`config.mk`:
```
export PLATFORM = sky130hd
export DESIGN_NAME = activation_feeder
export DESIGN_NICKNAME = d
export VERILOG_FILES = /design/src/rtl/feeder_pkg.sv /design/src/rtl/feeder_bank.sv /design/src/rtl/activation_feeder.sv
export SDC_FILE = /design/constraint.sdc
export NUM_CORES = 1
export LEC_CHECK = 0
export BUFFER_PORTS_ARGS = -buffer_cell sky130_fd_sc_hd__buf_4
export CORE_MARGIN = 1.5
export CORE_UTILIZATION = 40
export DETAILED_ROUTE_END_ITERATION = 10
export PLACE_DENSITY = 0.62
export RECOVER_POWER = 25
export SETUP_SLACK_MARGIN = 0.1
export SLEW_MARGIN = 20
export SYNTH_ARGS = -nofsm -noshare
export SYNTH_HDL_FRONTEND = slang
export SYNTH_SLANG_ARGS = --single-unit
```
`constraint.sdc`:
```
create_clock -name clk -period 2.65 [get_ports clk]
set_input_delay 0.265 -clock clk [delete_from_list [all_inputs] [get_ports clk]]
set_output_delay 0.265 -clock clk [all_outputs]
set_load 0.02 [all_outputs]
```
`src/rtl/feeder_pkg.sv`:
```
// rtl/feeder_pkg.sv - shared FSM state type and frame-length helper for activation_feeder
package feeder_pkg;

   typedef enum logic [2:0] {
      ST_IDLE,
      ST_RST,
      ST_STREAM,
      ST_DRAIN,
      ST_DONE
   } feeder_state_t;

   function automatic int unsigned frame_len(input int unsigned map_size);
      return map_size * map_size;
   endfunction

endpackage

```
`src/rtl/feeder_bank.sv`:
```
// rtl/feeder_bank.sv - one activation bank: simple dual-port RAM with registered read
module feeder_bank #(
   parameter int unsigned DW    = 8,
   parameter int unsigned DEPTH = 36,
   parameter int unsigned AW    = 6
) (
   input  logic          clk,
   input  logic          i_wr_en,
   input  logic [AW-1:0] i_wr_addr,
   input  logic [DW-1:0] i_wr_data,
   input  logic          i_rd_en,
   input  logic [AW-1:0] i_rd_addr,
   output logic [DW-1:0] o_rd_data
);

   logic [DW-1:0] r_mem [DEPTH];
   logic [DW-1:0] r_rd_data;

   always_ff @(posedge clk) begin
      if (i_wr_en) begin
         r_mem[i_wr_addr] <= i_wr_data;
      end
      if (i_rd_en) begin
         r_rd_data <= r_mem[i_rd_addr];
      end
   end

   assign o_rd_data = r_rd_data;

endmodule

```
`src/rtl/activation_feeder.sv`:
```
// rtl/activation_feeder.sv - ping-pong activation buffer streaming frames to the accelerator
// FEEDER_TIMEOUT_EN enables the DRAIN watchdog that drives err.
module activation_feeder
   import feeder_pkg::*;
#(
   parameter int unsigned MAP_SIZE = 6,
   parameter int unsigned DW       = 8,
   parameter int unsigned RST_CYC  = 3,
   parameter int unsigned TIMEOUT  = 255
) (
   input  logic            clk,
   input  logic            global_rst_n,
   input  logic [DW-1:0]   s_data,
   input  logic            s_valid,
   output logic            s_ready,
   input  logic [9*DW-1:0] w_data,
   input  logic            w_load,
   input  logic            start,
   input  logic            acc_end_op,
   output logic            acc_rst,
   output logic            acc_ce,
   output logic [DW-1:0]   activation,
   output logic [9*DW-1:0] weight1,
   output logic            busy,
   output logic            done,
   output logic            err
);

   localparam int unsigned N  = frame_len(MAP_SIZE);
   localparam int unsigned AW = (N > 1) ? $clog2(N) : 1;
   localparam int unsigned CW = $clog2(TIMEOUT + RST_CYC + 2);
   localparam logic [AW-1:0] L_LAST     = AW'(N - 1);
   localparam logic [CW-1:0] L_RST_LAST = CW'(RST_CYC - 1);

   feeder_state_t   r_state, w_next;
   logic            r_fill_sel, r_fill_full;
   logic [AW-1:0]   r_wr_ptr, r_rd_ptr, w_rd_addr;
   logic [CW-1:0]   r_cnt;
   logic [9*DW-1:0] r_weight;
   logic            w_wr, w_swap, w_rd_en, w_timeout;
   logic [DW-1:0]   w_rd0, w_rd1, w_stream_data;

   // s_ready is low whenever a swap is possible, so a write never coincides with one.
   assign s_ready = !r_fill_full;
   assign w_wr    = s_valid && s_ready;
   assign w_swap  = (r_state == ST_IDLE) && start && r_fill_full;

`ifdef FEEDER_TIMEOUT_EN
   localparam logic [CW-1:0] L_TMO = CW'(TIMEOUT);
   assign w_timeout = (r_state == ST_DRAIN) && !acc_end_op && (r_cnt == L_TMO);
`else
   assign w_timeout = 1'b0;
`endif

   always_ff @(posedge clk or negedge global_rst_n) begin
      if (!global_rst_n) r_state <= ST_IDLE;
      else               r_state <= w_next;
   end

   always_comb begin
      w_next    = r_state;
      acc_rst   = !global_rst_n;
      acc_ce    = 1'b0;
      done      = 1'b0;
      busy      = 1'b1;
      w_rd_en   = 1'b0;
      w_rd_addr = '0;
      case (r_state)
         ST_IDLE: begin
            busy = 1'b0;
            if (w_swap) w_next = ST_RST;
         end
         ST_RST: begin
            acc_rst = 1'b1;
            // Prefetch word 0 so it is on the output in the first STREAM cycle.
            if (r_cnt == L_RST_LAST) begin
               w_next  = ST_STREAM;
               w_rd_en = 1'b1;
            end
         end
         ST_STREAM: begin
            acc_ce = 1'b1;
            if (r_rd_ptr == L_LAST) begin
               w_next = ST_DRAIN;
            end else begin
               w_rd_en   = 1'b1;
               w_rd_addr = r_rd_ptr + 1'b1;
            end
         end
         ST_DRAIN: begin
            acc_ce = 1'b1;
            if (acc_end_op)     w_next = ST_DONE;
            else if (w_timeout) w_next = ST_IDLE;
         end
         ST_DONE: begin
            done   = 1'b1;
            w_next = ST_IDLE;
         end
         default: w_next = ST_IDLE;
      endcase
   end

   always_ff @(posedge clk or negedge global_rst_n) begin
      if (!global_rst_n) begin
         r_fill_sel  <= 1'b0;
         r_fill_full <= 1'b0;
         r_wr_ptr    <= '0;
         r_rd_ptr    <= '0;
         r_cnt       <= '0;
         r_weight    <= '0;
      end else begin
         if (w_wr) begin
            if (r_wr_ptr == L_LAST) begin
               r_fill_full <= 1'b1;
               r_wr_ptr    <= '0;
            end else begin
               r_wr_ptr <= r_wr_ptr + 1'b1;
            end
         end
         if (w_swap) begin
            r_fill_sel  <= ~r_fill_sel;
            r_fill_full <= 1'b0;
            r_wr_ptr    <= '0;
         end
         if (r_state == ST_RST)        r_cnt <= (r_cnt == L_RST_LAST) ? '0 : r_cnt + 1'b1;
         else if (r_state == ST_DRAIN) r_cnt <= r_cnt + 1'b1;
         else                          r_cnt <= '0;
         if (r_state == ST_STREAM) r_rd_ptr <= (r_rd_ptr == L_LAST) ? '0 : r_rd_ptr + 1'b1;
         else                      r_rd_ptr <= '0;
         if ((r_state == ST_IDLE) && w_load) r_weight <= w_data;
      end
   end

   feeder_bank #(.DW(DW), .DEPTH(N), .AW(AW)) u_bank0 (
      .clk       (clk),
      .i_wr_en   (w_wr && !r_fill_sel),
      .i_wr_addr (r_wr_ptr),
      .i_wr_data (s_data),
      .i_rd_en   (w_rd_en),
      .i_rd_addr (w_rd_addr),
      .o_rd_data (w_rd0)
   );

   feeder_bank #(.DW(DW), .DEPTH(N), .AW(AW)) u_bank1 (
      .clk       (clk),
      .i_wr_en   (w_wr && r_fill_sel),
      .i_wr_addr (r_wr_ptr),
      .i_wr_data (s_data),
      .i_rd_en   (w_rd_en),
      .i_rd_addr (w_rd_addr),
      .o_rd_data (w_rd1)
   );

   assign w_stream_data = r_fill_sel ? w_rd0 : w_rd1;
   assign activation    = (r_state == ST_STREAM) ? w_stream_data : '0;
   assign weight1       = r_weight;
   assign err           = w_timeout;

endmodule

```
==> impl_metrics.py <==
metrics = {
    "synth": {
        "synthXorXnorAreaFrac": 0.005084,
        "synth_top_family_by_area": "compound AO/OA/AOI/OAI gates",
        "synth_compound_area_frac": 0.09756,
        "synth_fa_ha_area_frac": 0.001816,
        "ys_ff_latch": 690,
        "postSynthAreaPerCell_um2": 15.18,
        "yosys.area.top_type": "edfxtp_1",
        "synth.most_common_cell": "edfxtp_1",
        "synth_mux_area_frac": 0.06260,
        "async_flop_share": 0.1420,
        "synth_ff_type": "edfxtp_1",
        "yosys_warnings": 0,
        "syn-num-nets": 1906,
        "yosys.area_share.simple": 0.07400,
        "netlist_area_um2": 27560,
        "synth_enable_flop_cells": 592,
        "synth_cells": 1816,
        "yosys-top-cells-area": "edfxtp_1, dfrtp_1, mux2_2, a22oi_1, nand3_1",
        "synth-seq-area-share": 0.7340,
        "netlist_top_cells_count": "edfxtp_1, nand2_1, nand3_1, nor2_1, dfrtp_1",
        "synth_top_area_share": 0.6450,
        "synth.distinct_cells": 70,
    },
    "timing": {
        "max_freq_mhz": 385.0,
        "drv_slew": 584,
        "rsz0062_at_grt": "yes",
        "setup_viol": 0,
        "hold_violations": 0,
        "tns_ps": 0,
        "whs_ps": 84.33,
        "tightest_slew_ps": 1905,
        "min_period_over_period": 0.9802,
        "finClkSkew_ps": 45.66,
        "relSlewSlack": -0.2700,
        "period_needed_ps": 2597,
    },
    "critical_path": {
        "cp.arrival_ps": 2940,
        "crit_chain": "nor3b_4 -> buf_4 -> a211oi_4 -> buf_6 -> buf_12 -> buf_6 -> a22oi_1 -> a31oi_2 -> nor4_4 -> o2111ai_1",
        "crit_end": "u_bank0.o_rd_data[3]$_DFFE_PP_",
        "r2r-start": "r_rd_ptr[2]$_DFF_PN0_",
        "crit_top_cell": "buf_6",
        "cp_slowest_stage_delay_ps": 440,
        "crit_path_max_fanout": 6,
        "startpoint": "r_rd_ptr[2]$_DFF_PN0_",
        "required_ps": 2990,
        "reg2reg_to": "u_bank0.o_rd_data[3]$_DFFE_PP_",
        "critPathKind": "reg2reg",
        "slowest_stage": "dfrtp_1",
        "r2r_setup_slack_ps": 50,
        "crit_path_end_kind": "register",
        "start_kind": "register",
        "reg2reg_depth": 10,
        "cp.depth": 10,
        "critical-path-top-delay-family": "simple AND/OR/NAND/NOR gates",
        "cp.buffers_inverters": 4,
    },
    "status": {
        "status": "complete, but fails checks",
        "violations": "max-capacitance violations, max-slew violations",
    },
    "final_layout": {
        "final_nets": 2349,
        "syn2layout_area_growth_pct": 28.38,
        "antennaDiodeCount": 0,
        "multi_input_area_um2": 7133,
        "fillers": 5581,
        "final_util": 0.5177,
        "seq_area_um2": 20230,
        "layout-drive-gt1-share": 0.3138,
    },
    "detailed_routing": {
        "drc": 0,
        "drt_iter0_drc": 1954,
        "first_pass_iters": 5,
        "via_per_inst": 5.600,
        "drt-total-wl_um": 75760,
        "ant_nets": 0,
        "wl_per_cell_um": 23.66,
        "vias": 17930,
    },
    "min_path": {
        "hold_path_class": "in2reg",
        "hp-start": "acc_end_op",
    },
    "floorplan": {
        "core-area_um2": 68350,
        "dieArea_um2": 70490,
        "die_y_um": 265.5,
        "ios": 172,
        "num_rows": 96,
        "die_x_um": 265.5,
        "floorplan.initialDensity": 0.4033,
    },
    "run": {
        "maxCapViolations": 8,
    },
    "clocking": {
        "cts_max_path_buffers": 3,
        "cts_tree": "built",
        "cts_buffers": 74,
        "cts_sinks": 690,
        "clk_latency_ps": 640,
        "clk_pin_slew_ps": 60,
        "cts_root_buf": "clkbuf_16",
        "htreeDepth": 3,
    },
    "pwr": {
        "powerDensity_nw_per_um2": 983.4,
        "ir_drop_mv": 0.6152,
        "p_leak_nw": 12.30,
    },
    "global_route": {
        "met2_usage": 0.3553,
        "grt-ovfl-total": 0,
        "gr-max-usage-layer": "met2",
        "grt_use_total": 0.2144,
        "gr-usage-met1": 0.2871,
        "grt_max_degree": 99,
        "grt_first_pass_wirelength_um": 113400,
        "antenna_found_initial": 1,
        "grtUsageMet3": 0.03722,
        "grt_pass1_vias": 18220,
    },
    "placement": {
        "dp_hpwl_um": 46550,
        "numPortBuffers": 170,
        "gp_congestion": 0.8788,
    },
}
-- timing repair --
| item | 4_1_cts | 5_1_grt |
|---|---|---|
| cloned | 4 | 1 |
| hold endpoints to repair | 170 | 0 |
| setup endpoints to repair | 24 | 24 |
| buffers inserted | 23 | 5 |
| resized for setup | 83 | 38 |
| hold buffers | 73 | 0 |
| pin swaps | 22 | 31 |
-- cell families (layout without fill, tap and decap cells) --
| group | after synthesis | count (layout) |
|---|---|---|
| flops | 690 | 690 |
| simple gates | 426 | 426 |
| compound gates | 394 | 394 |
| buf+inv | 151 | 655 |
| mux | 134 | 134 |
| xor+xnor | 16 | 16 |
| fa+ha+maj | 4 | 4 |
| other cells | 1 | 1 |
-- routing by layer --
layer / routed length (um) / vias to the layer above / part of all wire
li1: - / 7972 / -
met1: 30890 / 9087 / 0.41
met2: 36920 / 771 / 0.49
met3: 6153 / 98 / 0.081
met4: 1768 / 2 / 0.023
met5: 19 / - / 0.00025
-- cell type report --
| cell class | count | area share |
|---|---|---|
| Inverter | 25 | 0.002793 |
| Clock inverter | 36 | 0.01011 |
| Tap cell | 882 | 0.03119 |
| Multi-Input combinational cell | 975 | 0.2016 |
| Sequential cell | 690 | 0.5718 |
| Timing Repair Buffer | 493 | 0.1234 |
| Clock buffer | 101 | 0.05912 |
-- registers in the layout, summed over array words and instances (netlist names) --
name and count:
r_rd_ptr 6, r_wr_ptr 6, weight1 72, u_bank0.r_mem 288, r_fill_sel 1, r_state 3
u_bank0.o_rd_data 8, r_fill_full 1, u_bank1.r_mem 288, u_bank1.o_rd_data 8, r_cnt 9
-- placed cells by master (no fill, tap or decap), drive strengths merged, types with 4 or more instances in the layout --
cell and n:
clkbuf 112, dlygate4sd3 73, a22oi 81, nand3 110
o21ai 68, a31oi 32, nand4b 7, inv 27
mux2i 25, and2 4, or3b 4, nor3 4
nor2 108, mux4 22, clkinv 27, a222oi 7
a221oi 19, nand2b 24, buf 407, o211ai 30
a2bb2oi 5, ha 4, nor2b 5, nand2 122
a211oi 4, o311ai 9, mux2 87, o2111ai 9
or2 5, nor3b 7, xor2 14, nand4 5
o31ai 19, a221o 11, bufinv 5, edfxtp 592
dfrtp 98, nor4 11, a21oi 90
-- how the worst min path moves through the flow --
| stage | endpoint | slack (ps) | depth (start not counted) |
|---|---|---|---|
| global placement | weight1[34]$_DFFE_PN0P_ | 400 | 2 |
| floorplan | r_cnt[0]$_DFF_PN0_ | -30 | 0 |
| finish | r_state[0]$_DFFE_PN0P_ | 80 | 5 |
| CTS | r_state[0]$_DFFE_PN0P_ | 60 | 5 |
| detailed placement | weight1[38]$_DFFE_PN0P_ | 400 | 2 |
| global route | r_state[0]$_DFFE_PN0P_ | 120 | 5 |
-- worst reg2reg max path, stage by stage (launching register included) --
cell and delay, ps:
dfrtp_1 440, nor3b_4 320, buf_4 190, a211oi_4 70, buf_6 160, buf_12 140, buf_6 130, a22oi_1 220
a31oi_2 170, nor4_4 340, o2111ai_1 140
-- through the flow --
stage	power, mW	cell area [um^2]	cells	setup slack, ps
CTS	34.67	35200	3196	49.39
global route	36.15	35380	3202	-46.70
floorplan	19.01	27560	1816	144.2
detailed placement	23.33	31290	2959	-292.6
finish	34.80	35380	3202	52.54
global placement	23.14	31290	2959	-267.2
-- report_power, final --
part	total (mW)	internal, mW	switching [mW]	leakage, nW
logic	11.0	4.84	6.13	4.55
clock network	10.3	6.07	4.27	1.21
registers	13.5	12.9	0.642	6.54
total	34.8	23.8	11.0	12.3
Power figures use the tool's default switching activity.
